## src/rtl/beam_threshold_servo.sv

```systemverilog
// rtl/beam_threshold_servo.sv - per-beam trigger-rate threshold servo (LOAD/UPDATE/COUNT/ADJUST loop)
// Optional SERVO_HYST_EN adds the tol_i hysteresis band around the target count.
module beam_threshold_servo #(
  parameter int                      NBEAMS       = 2,
  parameter int                      THRESH_WIDTH = 18,
  parameter int                      COUNT_WIDTH  = 16,
  parameter int                      PERIOD_WIDTH = 24,
  parameter logic [THRESH_WIDTH-1:0] THRESH_INIT  = 18'd4096
) (
  input  logic                    aclk,
  input  logic                    aresetn,
  input  logic                    enable_i,
  input  logic [PERIOD_WIDTH-1:0] period_i,
  input  logic [COUNT_WIDTH-1:0]  target_i,
  input  logic [THRESH_WIDTH-1:0] step_i,
  input  logic [THRESH_WIDTH-1:0] thresh_min_i,
  input  logic [THRESH_WIDTH-1:0] thresh_max_i,
`ifdef SERVO_HYST_EN
  input  logic [COUNT_WIDTH-1:0]  tol_i,
`endif
  input  logic [NBEAMS-1:0]       trigger_i,
  output logic [THRESH_WIDTH-1:0] thresh_o,
  output logic [NBEAMS-1:0]       thresh_ce_o,
  output logic                    update_o,
  output logic                    busy_o,
  output logic                    window_done_o
);

  localparam int IDX_W = (NBEAMS > 1) ? $clog2(NBEAMS) : 1;
  localparam logic [IDX_W-1:0] IDX_LAST = IDX_W'(NBEAMS - 1);

  typedef enum logic [2:0] {S_IDLE, S_LOAD, S_UPDATE, S_COUNT, S_ADJUST} state_t;

  state_t                  r_state;
  logic [IDX_W-1:0]        r_idx;
  logic [THRESH_WIDTH-1:0] r_thresh [NBEAMS];
  logic [COUNT_WIDTH-1:0]  r_cnt    [NBEAMS];
  logic [PERIOD_WIDTH-1:0] r_period;
  logic [PERIOD_WIDTH-1:0] r_timer;

  logic [IDX_W-1:0]        w_idx_inc;
  logic [THRESH_WIDTH-1:0] w_cur;
  logic [COUNT_WIDTH-1:0]  w_cnt;
  logic                    w_raise;
  logic                    w_lower;
  logic [THRESH_WIDTH:0]   w_sum;
  logic [THRESH_WIDTH:0]   w_dif;
  logic [THRESH_WIDTH:0]   w_next;
  logic [THRESH_WIDTH-1:0] w_adj;

  assign w_idx_inc = r_idx + 1'b1;
  assign w_cur     = r_thresh[r_idx];
  assign w_cnt     = r_cnt[r_idx];

`ifdef SERVO_HYST_EN
  assign w_raise = {1'b0, w_cnt} > ({1'b0, target_i} + {1'b0, tol_i});
  assign w_lower = ({1'b0, w_cnt} + {1'b0, tol_i}) < {1'b0, target_i};
`else
  assign w_raise = w_cnt > target_i;
  assign w_lower = w_cnt < target_i;
`endif

  // One extra bit: carry on the raise path, borrow flag on the lower path.
  assign w_sum = {1'b0, w_cur} + {1'b0, step_i};
  assign w_dif = {1'b0, w_cur} - {1'b0, step_i};

  always_comb begin
    w_next = {1'b0, w_cur};
    if (w_raise) begin
      w_next = w_sum;
    end else if (w_lower) begin
      if (w_dif[THRESH_WIDTH] || (w_dif < {1'b0, thresh_min_i})) begin
        w_next = {1'b0, thresh_min_i};
      end else begin
        w_next = w_dif;
      end
    end
    // Max clamp last so an inverted min/max pair resolves to max.
    if ((w_raise || w_lower) && (w_next > {1'b0, thresh_max_i})) begin
      w_next = {1'b0, thresh_max_i};
    end
  end

  assign w_adj = w_next[THRESH_WIDTH-1:0];

  always_ff @(posedge aclk or negedge aresetn) begin
    if (!aresetn) begin
      r_state       <= S_IDLE;
      r_idx         <= '0;
      r_period      <= '0;
      r_timer       <= '0;
      for (int b = 0; b < NBEAMS; b++) begin
        r_thresh[b] <= THRESH_INIT;
        r_cnt[b]    <= '0;
      end
      thresh_o      <= '0;
      thresh_ce_o   <= '0;
      update_o      <= 1'b0;
      busy_o        <= 1'b0;
      window_done_o <= 1'b0;
    end else begin
      thresh_ce_o   <= '0;
      update_o      <= 1'b0;
      window_done_o <= 1'b0;
      if (!enable_i) begin
        r_state <= S_IDLE;
        busy_o  <= 1'b0;
      end else begin
        busy_o <= 1'b1;
        case (r_state)
          S_IDLE: begin
            r_state     <= S_LOAD;
            r_idx       <= '0;
            thresh_o    <= r_thresh[0];
            thresh_ce_o <= NBEAMS'(1);
          end
          S_LOAD: begin
            if (r_idx == IDX_LAST) begin
              r_state  <= S_UPDATE;
              update_o <= 1'b1;
            end else begin
              r_idx       <= w_idx_inc;
              thresh_o    <= r_thresh[w_idx_inc];
              thresh_ce_o <= NBEAMS'(1) << w_idx_inc;
            end
          end
          S_UPDATE: begin
            r_state  <= S_COUNT;
            r_timer  <= PERIOD_WIDTH'(1);
            r_period <= (period_i == '0) ? PERIOD_WIDTH'(1) : period_i;
            for (int b = 0; b < NBEAMS; b++) begin
              r_cnt[b] <= '0;
            end
          end
          S_COUNT: begin
            for (int b = 0; b < NBEAMS; b++) begin
              if (trigger_i[b] && (r_cnt[b] != '1)) begin
                r_cnt[b] <= r_cnt[b] + 1'b1;
              end
            end
            if (r_timer >= r_period) begin
              r_state       <= S_ADJUST;
              r_idx         <= '0;
              window_done_o <= 1'b1;
            end else begin
              r_timer <= r_timer + 1'b1;
            end
          end
          S_ADJUST: begin
            r_thresh[r_idx] <= w_adj;
            if (r_idx == IDX_LAST) begin
              // Beam 0 may be the one being written this cycle when NBEAMS is 1.
              r_state     <= S_LOAD;
              r_idx       <= '0;
              thresh_o    <= (r_idx == '0) ? w_adj : r_thresh[0];
              thresh_ce_o <= NBEAMS'(1);
            end else begin
              r_idx <= w_idx_inc;
            end
          end
          default: r_state <= S_IDLE;
        endcase
      end
    end
  end

endmodule

```

## config.mk

```make
export PLATFORM = sky130hd
export DESIGN_NAME = beam_threshold_servo
export DESIGN_NICKNAME = d
export VERILOG_FILES = /design/src/rtl/beam_threshold_servo.sv
export SDC_FILE = /design/constraint.sdc
export NUM_CORES = 1
export LEC_CHECK = 0
export CAP_MARGIN = 20
export CORE_MARGIN = 4
export CORE_UTILIZATION = 30
export CTS_CLUSTER_SIZE = 28
export DETAILED_ROUTE_END_ITERATION = 8
export SYNTH_ARGS = -nofsm -noshare
export SYNTH_HDL_FRONTEND = slang
export SYNTH_SLANG_ARGS = --single-unit
```

## constraint.sdc

```tcl
create_clock -name aclk -period 12.5 [get_ports aclk]
set_input_delay 1.25 -clock aclk [delete_from_list [all_inputs] [get_ports aclk]]
set_output_delay 1.25 -clock aclk [all_outputs]
set_load 0.1 [all_outputs]
```

==> Word-level counts from Yosys, hierarchy flattened <==
Cells that the tools add are included.
Widths: inputs -> output; s select.
{ "op_classes": {"add_sub_neg": 6, "n_lt_le_gt_ge": 8, "n_eq_ne": 15, "shift": 1, "mux": 45, "bitwise_logic": 2, "n_reduce_logical": 19} }
{ "ops": {"columns": ["operator", "n"], "rows": [
  ["$mux 18", 10],
  ["$mux 16", 5],
  ["$pmux 32 s2", 1],
  ["$mux 19", 3],
  ["$pmux 18 s3", 1],
  ["$mux 24", 2],
  ["$pmux 24 s2", 1],
  ["$bwmux 36", 1],
  ["$add 16x1->16 const B", 2],
  ["$ne 16x16->1 const B", 2],
  ["$add 24x1->24 const B", 1],
  ["$ge 24x24->1", 1],
  ["$logic_not 24->1", 1],
  ["$add 18x18->19", 1],
  ["$gt 19x18->1", 1],
  ["$lt 19x18->1", 1],
  ["$sub 18x18->19", 1],
  ["$demux 18 s1", 1],
  ["$gt 16x16->1", 1],
  ["$lt 16x16->1", 1],
  ["$pmux 3 s5", 1],
  ["$reduce_and 3->1", 5],
  ["$mux 3", 4],
  ["$ne 2x2->1 const B", 6],
  ["other kinds (21)", 42]
]} }
{ "word_totals": {"ff_bits": 143, "out_inout_bits": 23} }

==> Depth between registers and ports, before layout <==
Gate-level depths: netlist of run 1.
{ "depth": {"depth_word": 14, "mapped_depth": 33} }

==> Least setup slack after synthesis of run 1 <==
Ideal clock, no wire load.
{ "synth_path": {"kind": "reg-to-reg", "startpoint": "register r_idx", "endpoint": "register r_thresh[25] (netlist bit)", "t_arrival_ns": 6.578, "path_slack_ns": 5.797, "stages_incl_launch_ff": 31, "n_path_buf": 5, "synth_period_minus_slack_ns": 6.703, "path_cell_list": "dfrtp_1 -> clkbuf_1 -> buf_1 -> buf_2 -> mux2i_1 -> inv_1 -> ha_1 -> buf_2 -> o211ai_1 -> a21oi_1 -> o21ai_0 -> a21oi_1 -> a31oi_1 -> xnor2_1 -> ha_1 -> nand4_1 -> or4_1 -> o21ai_1 -> clkbuf_1 -> a21oi_1 -> a21oi_1 -> a21oi_1 -> ha_1 -> nand4_1 -> nor4_1 -> o31ai_1 -> o211a_1 -> a21oi_1 -> a22oi_2 -> mux2_2 -> mux2_2"} }
{ "synth_between": {"elab_chain_cells": 14, "elab_cells_between_ends": 26, "cone_classes": "add/sub (2); order compare (6); mux (13); bitwise (1); reduce/logical (4)"} }
{ "synth_rtl": {"columns": ["element", "line", "source"], "rows": [
  ["from (decl)", "35", "logic [IDX_W-1:0] r_idx;"],
  ["from (signal assigned)", "122", "r_idx <= w_idx_inc;"],
  ["from (signal assigned)", "158", "r_idx <= w_idx_inc;"],
  ["$not 1->2 (implied by the code) (*)", "52, 53, 150", null],
  ["$mux 18 (implied by the code) (3 in series)", "52", "assign w_cur = r_thresh[r_idx];"],
  ["$sub 18x18->19", "65", "assign w_dif = {1'b0, w_cur} - {1'b0, step_i};"],
  ["$lt 19x18->1", "72", "if (w_dif[THRESH_WIDTH] || (w_dif < {1'b0, thresh_min_i})) begin"],
  ["$logic_or 1x1->1", "72", null],
  ["$mux 19", "72", null],
  ["$mux 19", "71", "end else if (w_lower) begin"],
  ["$mux 19", "69", "if (w_raise) begin"],
  ["$gt 19x18->1", "79", "if ((w_raise || w_lower) && (w_next > {1'b0, thresh_max_i})) begin"],
  ["$logic_and 1x1->1", "79", null],
  ["$mux 18", "79", null],
  ["$bwmux 36 (*)", "150", "r_thresh[r_idx] <= w_adj;"],
  ["to (signal, indexed assignment)", "150", null],
  ["to (decl)", "36", "logic [THRESH_WIDTH-1:0] r_thresh [NBEAMS];"]
]} }
Every way passes the cells marked *; elsewhere a longest branch is shown, timed or not. The select of a mux whose other input is x is not followed.
A chain may end at the register's enable or synchronous reset.

==> Final worst setup path of run 1 <==
Same ends and word-level chain as after synthesis.

==> results.rst, run 1 <==
.. list-table::
   :header-rows: 1

   * - Metric
     - Value
   * - Maximum capacitance violations
     - 0
   * - Asr flop ratio synth
     - 1.000
   * - Finish-stage setup viols
     - 0
   * - Initial Util
     - 0.3034
   * - Hold Fails Final Rpt
     - 0
   * - Die area
     - between 0.04 and 0.05 mm2
   * - Number of vias after detailed routing
     - 10,100
   * - Post-route fraction of the period consumed by the critical path
     - 0.6760
   * - Worst relative slew slack
     - 0.2726
   * - Flop pwr share
     - 0.377
   * - Result of the run
     - complete, no violations
   * - Worst clock skew
     - 0.01306 ns
   * - Fraction of power spent switching nets
     - 0.3322
   * - Pleak
     - 6.334 nW
   * - Number of synthesized flops with an enable pin
     - 0
   * - Clock tree sinks
     - ~140
   * - Clock Latency Late Sink
     - 0.43 ns
   * - Maximum clock insertion buffer count
     - 2
   * - Pre-Repair DR Iteration Count
     - 5
   * - Setup crit end kind
     - register
   * - Overall die width
     - roughly 200 um
   * - Achievable Freq
     - 0.1184 GHz
   * - Count of buffers from port buffering
     - around 120
   * - Mean Syn Cell Area
     - 8.338 um2
   * - Transition time at the pin with the least slew margin
     - roughly 1.1 ns
   * - Power density over cell area
     - 106.4 mW/mm2
   * - Wire length of the first global-routing pass
     - 53,000 um
   * - Setup crit start
     - r_idx$_DFFE_PN0P_
   * - Most common library cell in the layout ignoring fill and taps
     - nand2_1
   * - Global-route usage over all layers
     - 0.1583
   * - Endpoint required time on the critical path
     - 12.81 ns
   * - Number of nets still failing antenna checks after routing
     - 0
   * - Cell type with the highest aggregate area in the netlist
     - dfrtp_1
   * - Synth area leaders
     - dfrtp_1 (31%), ha_1 (13%), nand2_1 (4.8%), o21ai_0 (4.1%), a21oi_1 (4.0%)
   * - Final standard cell count with taps included and fillers excluded
     - 1,973
   * - Area of placed instances
     - 0.01305 mm2
   * - Pre-CTS worst setup slack
     - roughly 3.9 ns
   * - Worst Hold Launch
     - thresh_o[2]$_DFFE_PN0P_
   * - Antenna violations before repair
     - 0
   * - Maximum number of pins on one net before global-route repair
     - a little over 90
   * - Total negative setup slack
     - 0 ns
   * - Setup repair after global routing missed its margin
     - no
   * - Clock Power Share
     - 0.352
   * - Path type of the worst min-delay path
     - reg2reg
   * - Initial drt markers
     - 705
   * - Cell with the biggest individual delay on the critical path
     - o21ai_1
   * - Number of instances in the synthesized netlist
     - 1,364
   * - Cell count after placement
     - 1,941
   * - Type of origin of the critical path
     - register
   * - Dominant register cell in the synthesized netlist
     - dfrtp_1
   * - Routed WL per cell
     - 16.74 um
   * - Crit Path Max Fanout
     - 46
   * - Number of register bits inferred by synthesis
     - 143
   * - Peak supply drop
     - about 0.000087 V
   * - Number of nets in the final layout
     - 1,671
   * - Number of antenna cells inserted
     - 0
   * - Commonest cells after routing, fill and taps aside
     - nand2_1 (146), dfrtp_1 (140), ha_1 (121), clkdlybuf4s50_1 (120), inv_1 (118)
   * - Area of the placeable core
     - 0.03749 mm2
   * - Crit-path leading delay family
     - compound AO/OA/AOI/OAI gates
   * - Proportion of netlist area held by the largest area contributor
     - 0.3102
   * - Final Total Pwr
     - 0.001450 W
   * - Worst path arrival time
     - 8.76 ns
   * - DPL Wire Length
     - 26,410 um
   * - Hold Path Depth
     - 2
   * - Largest incremental delay on the critical path
     - around 0.80 ns
   * - Crit path cell chain
     - buf_4 > mux2i_1 > inv_1 > ha_1 > nand2b_1 > a21oi_1 > o21ai_0 > a21oi_1 > a31oi_1 > xnor2_1 > ha_1 > nand4_1 > or4_1 > o21ai_1 > nand2_1 > o21ai_0 > a21boi_0 > ha_1 > nand3_1 > nor4_1 > a21oi_1 > a22oi_2 > mux2_2 > mux2_2
   * - Vias per Instance
     - 5.121
   * - Switching component of the power
     - between 0.0004 and 0.0005 W
   * - Portion of total power attributed to combinational logic
     - 0.272
   * - Maximum level of the CTS H-tree
     - 4
   * - Number of slew-limit violations in the final report
     - 0
   * - Post-cts gate resize count
     - 0
   * - Unique masters post-synth
     - 72
   * - Synthesized Nets
     - 1,586
   * - Buf/Inv on CP
     - 2
   * - Number of synthesis warnings
     - 0
   * - Smallest setup slack after layout
     - about 4 ns
   * - Reg-to-Reg Start
     - r_idx$_DFFE_PN0P_
   * - Post-synthesis sequential area ratio
     - 0.3149
   * - Weighted congestion reported at the end of routability-driven placement
     - 0.8721
   * - Total of fill cells in the finished design
     - 3,949
   * - Area of the multi-input gates
     - 0.007109 mm2
   * - Ports placed on the boundary
     - 122
   * - TritonCTS buffer count
     - 17
   * - Grt total ovfl
     - 0
   * - Row count
     - between 70 and 80
   * - Clock tree from TritonCTS
     - yes
   * - P&R area growth vs syn
     - 19.88%
   * - Storage element area
     - 0.003582 mm2
   * - Cell count along the critical path
     - 24
   * - Die extent in y
     - 202.7 um
   * - Minimum clock period
     - ~8.4 ns
   * - Combined area of all synthesized cells
     - 0.01137 mm2
   * - Clk Tree Root Cell
     - clkbuf_16
   * - Share of layout cells above drive strength 1
     - 0.06224
   * - Final design instance area without fill
     - 0.01363 mm2
   * - Hold bufs inserted after CTS
     - 0
   * - R2R cell count
     - 24
   * - Total internal power
     - 0.0009685 W
   * - Residual DRC
     - 0
   * - Final WL
     - 33,030 um
   * - Post-CTS setup buffers
     - 0
   * - Vias in the first global route
     - 9,966
   * - Clock transition at the registers of the reported paths
     - about 0.060 ns
   * - Kind of critical path
     - reg2reg
==> final timing paths <==
path | end | slack (ns)
setup / recovery | r_thresh[25]$_DFFE_PN0P_ | 4.05
hold / removal | thresh_o[2]$_DFFE_PN0P_ | 0.48
setup reg to reg | r_thresh[25]$_DFFE_PN0P_ | 4.05
hold reg to reg | thresh_o[2]$_DFFE_PN0P_ | 0.48
max in group asynchronous | thresh_o[6]$_DFFE_PN0P_ | 10.38
min in group asynchronous | r_period[9]$_DFFE_PN0P_ | 0.89
==> power groups by stage <==
stage	combinational, W	sequential, W	clock [W]
4_1_cts	0.000400	0.000547	0.000519
3_5_place_dp	0.000398	0.000555	0
6_report	0.000394	0.000547	0.000510
2_1_floorplan	0.000266	0.000556	0
3_3_place_gp	0.000391	0.000554	0
5_1_grt	0.000446	0.000553	0.000538
==> state kept, by name (all words and copies together), names as in the netlist <==
| name | cells |
|---|---|
| update_o | 1 |
| window_done_o | 1 |
| busy_o | 1 |
| r_state | 3 |
| r_timer | 24 |
| thresh_ce_o | 2 |
| thresh_o | 18 |
| r_idx | 1 |
| r_cnt | 32 |
| r_thresh | 36 |
| r_period | 24 |
==> cell usage after synthesis, drive strengths merged (5+ instances only) <==
library cell and instances:
nand2 146, dfrtp 141, ha 121, inv 118, nor2 115, o21ai 96
a21oi 92, clkbuf 48, nand3 46, xnor2 36, mux2i 31, mux2 30
xor2 25, nand4 24, nor3 23, a31oi 20, a211oi 19, a21o 17
o211ai 16, and3 15, buf 15, nor4 14, nor2b 12, nand2b 11
o31ai 11, and2 10, and4 10, o22a 10, or4 10, nor3b 8
a211o 7, o21a 7, or3 6, a22o 5, a311o 5
==> worst min-delay path: cells and delay by family (launching register included) <==
family	cells	cell delay (ns)
AO/OA/AOI/OAI	1	0.06
flip-flops	1	0.34
AND/OR/NAND/NOR	1	0.04
==> through the flow <==
step / hold WS, ns / utilization
global route: 0.5152 / 0.3637
detailed placement: 0.4725 / 0.3480
floorplan: 0.4563 / -
finish: 0.4766 / 0.3637
CTS: 0.4862 / 0.3637
global placement: 0.4640 / 0.3480
==> final cells by class <==
type	count	share of cell area
multi-input cells	1040	0.5214
flip-flops and latches	143	0.2627
repair buffers	129	0.09333
well taps	511	0.04689
inverters	118	0.03249
clock buffers	18	0.03148
clock inverters	14	0.01165
==> metal layers <==
metal / vias to the layer above / GRT usage / wire (um)
li1: 5006 / - / -
met1: 4799 / 0.2159 / 15480
met2: 260 / 0.2649 / 15460
met3: 39 / 0.02300 / 1468
met4: 0 / 0.04049 / 616
met5: - / 0 / 0
==> cell families (layout without fill, tap and decap cells) <==
group | count (synthesis) | count (layout) | synth area share
DFF | 143 | 143 | 0.3149
AOI/OAI and AO/OA | 337 | 337 | 0.1892
and+or+nand+nor | 458 | 458 | 0.1931
xor gates and xnor gates | 61 | 61 | 0.04697
adders and majority gates | 123 | 123 | 0.1366
muxes | 61 | 61 | 0.05699
buffers and inverters | 181 | 279 | 0.06227
Power figures use the tool's default switching activity.
==> run 2, diff against run 1 <==
Clock period 12.5 ns to 8.8 ns, I/O delays scaled along.
==> run 2 against run 1 <==
Compared with the run above: register-to-register slack lost 3.4 ns; sequential power grew 46%; sequential share of layout area shrank 0.051 points; non-clock buffer count grew 4; global-route usage grew 0.11 points; critical path depth grew 1; first-iteration DRC count shrank 19%; power grew 40%; final area grew 0.19%; highest routed layer unchanged.
==> results.rst, run 2 (same netlist as run 1, synthesis figures left out) <==
.. list-table::
   :header-rows: 1

   * - Metric
     - Value
   * - P&R area growth vs syn
     - 20.11%
   * - Largest incremental delay on the critical path
     - 0.82 ns (+0.02 ns)
   * - Global-route usage over all layers
     - 0.1594 (+0.001053)
   * - Reg-to-Reg Start
     - r_idx$_DFFE_PN0P_
   * - R2R cell count
     - 25 (+4.2%)
   * - Number of slew-limit violations in the final report
     - 0 (unchanged)
   * - Antenna violations before repair
     - 0 (unchanged)
   * - Reg2Reg Capture Point
     - r_thresh[5]$_DFFE_PN0P_
   * - Largest register by flop count
     - r_thresh
   * - Worst clock skew
     - 0.01572 ns (+0.002658 ns)
   * - Area of the placeable core
     - 0.03749 mm2 (unchanged)
   * - Peak supply drop
     - 0.0001196 V (+38%)
   * - Commonest cells after routing, fill and taps aside
     - nand2_1 (146), dfrtp_1 (140), ha_1 (121), clkdlybuf4s50_1 (120), inv_1 (118)
   * - Smallest setup slack after layout
     - 0.6317 ns (-3.419 ns)
   * - Post-route fraction of the period consumed by the critical path
     - 0.9282 (+0.2523)
   * - Grt total ovfl
     - 0 (unchanged)
   * - TritonCTS buffer count
     - 17 (unchanged)
   * - Clock Latency Late Sink
     - 0.43 ns (about the same)
   * - Kind of critical path
     - reg2reg
   * - Switching component of the power
     - 0.0006940 W (+44%)
   * - Die extent in y
     - 202.7 um (unchanged)
   * - Worst relative slew slack
     - 0.2726 (about the same)
   * - Initial drt markers
     - 568 (-19%)
   * - Largest registers ranked by flip-flop count
     - r_thresh x36, r_cnt x32
   * - Clock Power Share
     - 0.340 (-0.012)
   * - Maximum number of pins on one net before global-route repair
     - 93 (+1.1%)
   * - Die area
     - 0.04109 mm2 (unchanged)
   * - Crit Path Max Fanout
     - 29 (-37%)
   * - DPL Wire Length
     - 26,420 um (about the same)
   * - Post-layout util
     - 0.3644 (+0.0007010)
   * - Result of the run
     - complete, no violations
   * - Overall die width
     - 202.7 um (unchanged)
   * - Setup crit end kind
     - register
   * - Crit-path leading delay family
     - compound AO/OA/AOI/OAI gates
   * - Vias per Instance
     - 5.055 (-1.3%)
   * - Power density over cell area
     - 148.4 mW/mm2 (+40%)
   * - Maximum clock insertion buffer count
     - 2 (unchanged)
   * - Max FFs per register
     - 36 (unchanged)
   * - Wire length of the first global-routing pass
     - 53,260 um (+0.50%)
   * - Row count
     - 71 (unchanged)
   * - Number of antenna cells inserted
     - 0 (unchanged)
   * - Minimum clock period
     - 8.168 ns (-0.2812 ns)
   * - Clock tree from TritonCTS
     - yes
   * - Hold Fails Final Rpt
     - 0 (unchanged)
   * - Flop pwr share
     - 0.395 (+0.018)
   * - Cell with the biggest individual delay on the critical path
     - dfrtp_2
   * - Initial Util
     - 0.3034 (unchanged)
   * - Total of fill cells in the finished design
     - 3,918 (-0.79%)
   * - Pre-Repair DR Iteration Count
     - 5 (unchanged)
   * - Clock tree sinks
     - 143 (unchanged)
   * - Setup crit start
     - r_idx$_DFFE_PN0P_
   * - Buf/Inv on CP
     - 1 (-1)
   * - Path type of the worst min-delay path
     - in2async
   * - Post-CTS setup buffers
     - 0 (unchanged)
   * - Number of nets still failing antenna checks after routing
     - 0 (unchanged)
   * - Hold bufs inserted after CTS
     - 0 (unchanged)
   * - Transition time at the pin with the least slew margin
     - 1.088 ns (-0.00008437 ns)
   * - Worst path arrival time
     - 8.47 ns (-0.29 ns)
   * - Total internal power
     - 0.001334 W (+38%)
   * - Endpoint required time on the critical path
     - 9.10 ns (-3.71 ns)
   * - Post-cts gate resize count
     - 0 (unchanged)
   * - Portion of total power attributed to combinational logic
     - 0.265 (-0.007)
   * - Setup repair after global routing missed its margin
     - no
   * - Maximum capacitance violations
     - 0 (unchanged)
   * - Achievable Freq
     - 0.1224 GHz (+3.4%)
   * - Residual DRC
     - 0 (unchanged)
   * - Count of buffers from port buffering
     - 121 (unchanged)
   * - Vias in the first global route
     - 9,965 (-0.010%)
   * - Number of vias after detailed routing
     - 9,993 (-1.1%)
   * - Number of nets in the final layout
     - 1,675 (+0.24%)
   * - Final WL
     - 32,880 um (-0.47%)
   * - Ports placed on the boundary
     - 122 (unchanged)
   * - Pleak
     - 6.352 nW (+0.28%)
   * - Weighted congestion reported at the end of routability-driven placement
     - 0.8771 (+0.57%)
   * - Maximum level of the CTS H-tree
     - 4 (unchanged)
   * - Pre-CTS worst setup slack
     - 0.6178 ns (-3.240 ns)
   * - Most common library cell in the layout ignoring fill and taps
     - nand2_1
   * - Clock transition at the registers of the reported paths
     - 0.07 ns (about the same)
   * - R2R setup slack
     - 0.63 ns (-3.42 ns)
   * - Clk Tree Root Cell
     - clkbuf_16
   * - Total negative setup slack
     - 0 ns (unchanged)
   * - Finish-stage setup viols
     - 0 (unchanged)
   * - Share of layout cells above drive strength 1
     - 0.06548 (+0.003241)
   * - Type of origin of the critical path
     - register
   * - Fraction of power spent switching nets
     - 0.3423 (+0.01006)
   * - Routed WL per cell
     - 16.63 um (-0.67%)
## run 2: changes by cell type in the layout (fill, tap and decap cells not counted), sizes merged
| cell | previous run | this run |
|---|---|---|
| buf | 9 | 13 |
| inv | 122 | 126 |
| clkinv | 4 | 2 |
| bufinv | 2 | 0 |
## run 2: worst max path at each step
stage	endpoint	slack, ns	cells past startpoint
2_1_floorplan	r_thresh[25]$_DFFE_PN0P_	2.10	30
3_3_place_gp	r_thresh[5]$_DFFE_PN0P_	0.92	25
3_5_place_dp	r_thresh[13]$_DFFE_PN0P_	0.62	25
4_1_cts	r_thresh[13]$_DFFE_PN0P_	0.69	25
5_1_grt	r_thresh[23]$_DFFE_PN0P_	0.04	25
6_report	r_thresh[5]$_DFFE_PN0P_	0.63	25
## run 2: per-layer routing
layer | part of all wire | global-route usage | vias up
met2 | 0.47 | 0.2633 | 215
met1 | 0.48 | 0.2232 | 4737
met5 | 0 | 0 | -
li1 | - | - | 5015
met4 | 0.012 | 0.03104 | 0
met3 | 0.038 | 0.02460 | 26
## run 2: area by class of cell
type	count	area [um2]	share of cell area
Clock buffer	18	439.2	0.03215
Clock inverter	14	125.1	0.009159
Inverter	118	442.9	0.03242
Multi-Input combinational cell	1040	7109	0.5204
Sequential cell	143	3582	0.2622
Tap cell	511	639.4	0.04680
Timing Repair Buffer	133	1323	0.09681
## run 2: metrics by stage
stage / area (um2) / std cells / hold slack, ns / power [W]
2_1_floorplan: 11370 / 1364 / 0.4563 / 0.001168
3_3_place_gp: 13070 / 1944 / 0.4635 / 0.001340
3_5_place_dp: 13070 / 1944 / 0.4698 / 0.001352
4_1_cts: 13630 / 1976 / 0.4717 / 0.002047
5_1_grt: 13660 / 1977 / 0.4942 / 0.002155
6_report: 13660 / 1977 / 0.4480 / 0.002028
## run 2: worst reg2reg max path, delay by kind of cell (launching register included)
kind                     cells  cell delay [ns]
flip-flops                   1             0.82
adder cells (fa/ha/maj)      3             0.98
XOR/XNOR                     1             0.18
AND/OR/NAND/NOR              6             1.60
buffers and inverters        1             0.18
multiplexers                 1             0.52
AO/OA/AOI/OAI               13             3.79
## run 2: power groups by stage
stage | combinational, W | sequential, W | clock (W)
6_report | 0.000537 | 0.000800 | 0.000690
5_1_grt | 0.000609 | 0.000811 | 0.000735
3_3_place_gp | 0.000528 | 0.000812 | 0
3_5_place_dp | 0.000539 | 0.000814 | 0
4_1_cts | 0.000541 | 0.000801 | 0.000705
2_1_floorplan | 0.000378 | 0.000790 | 0
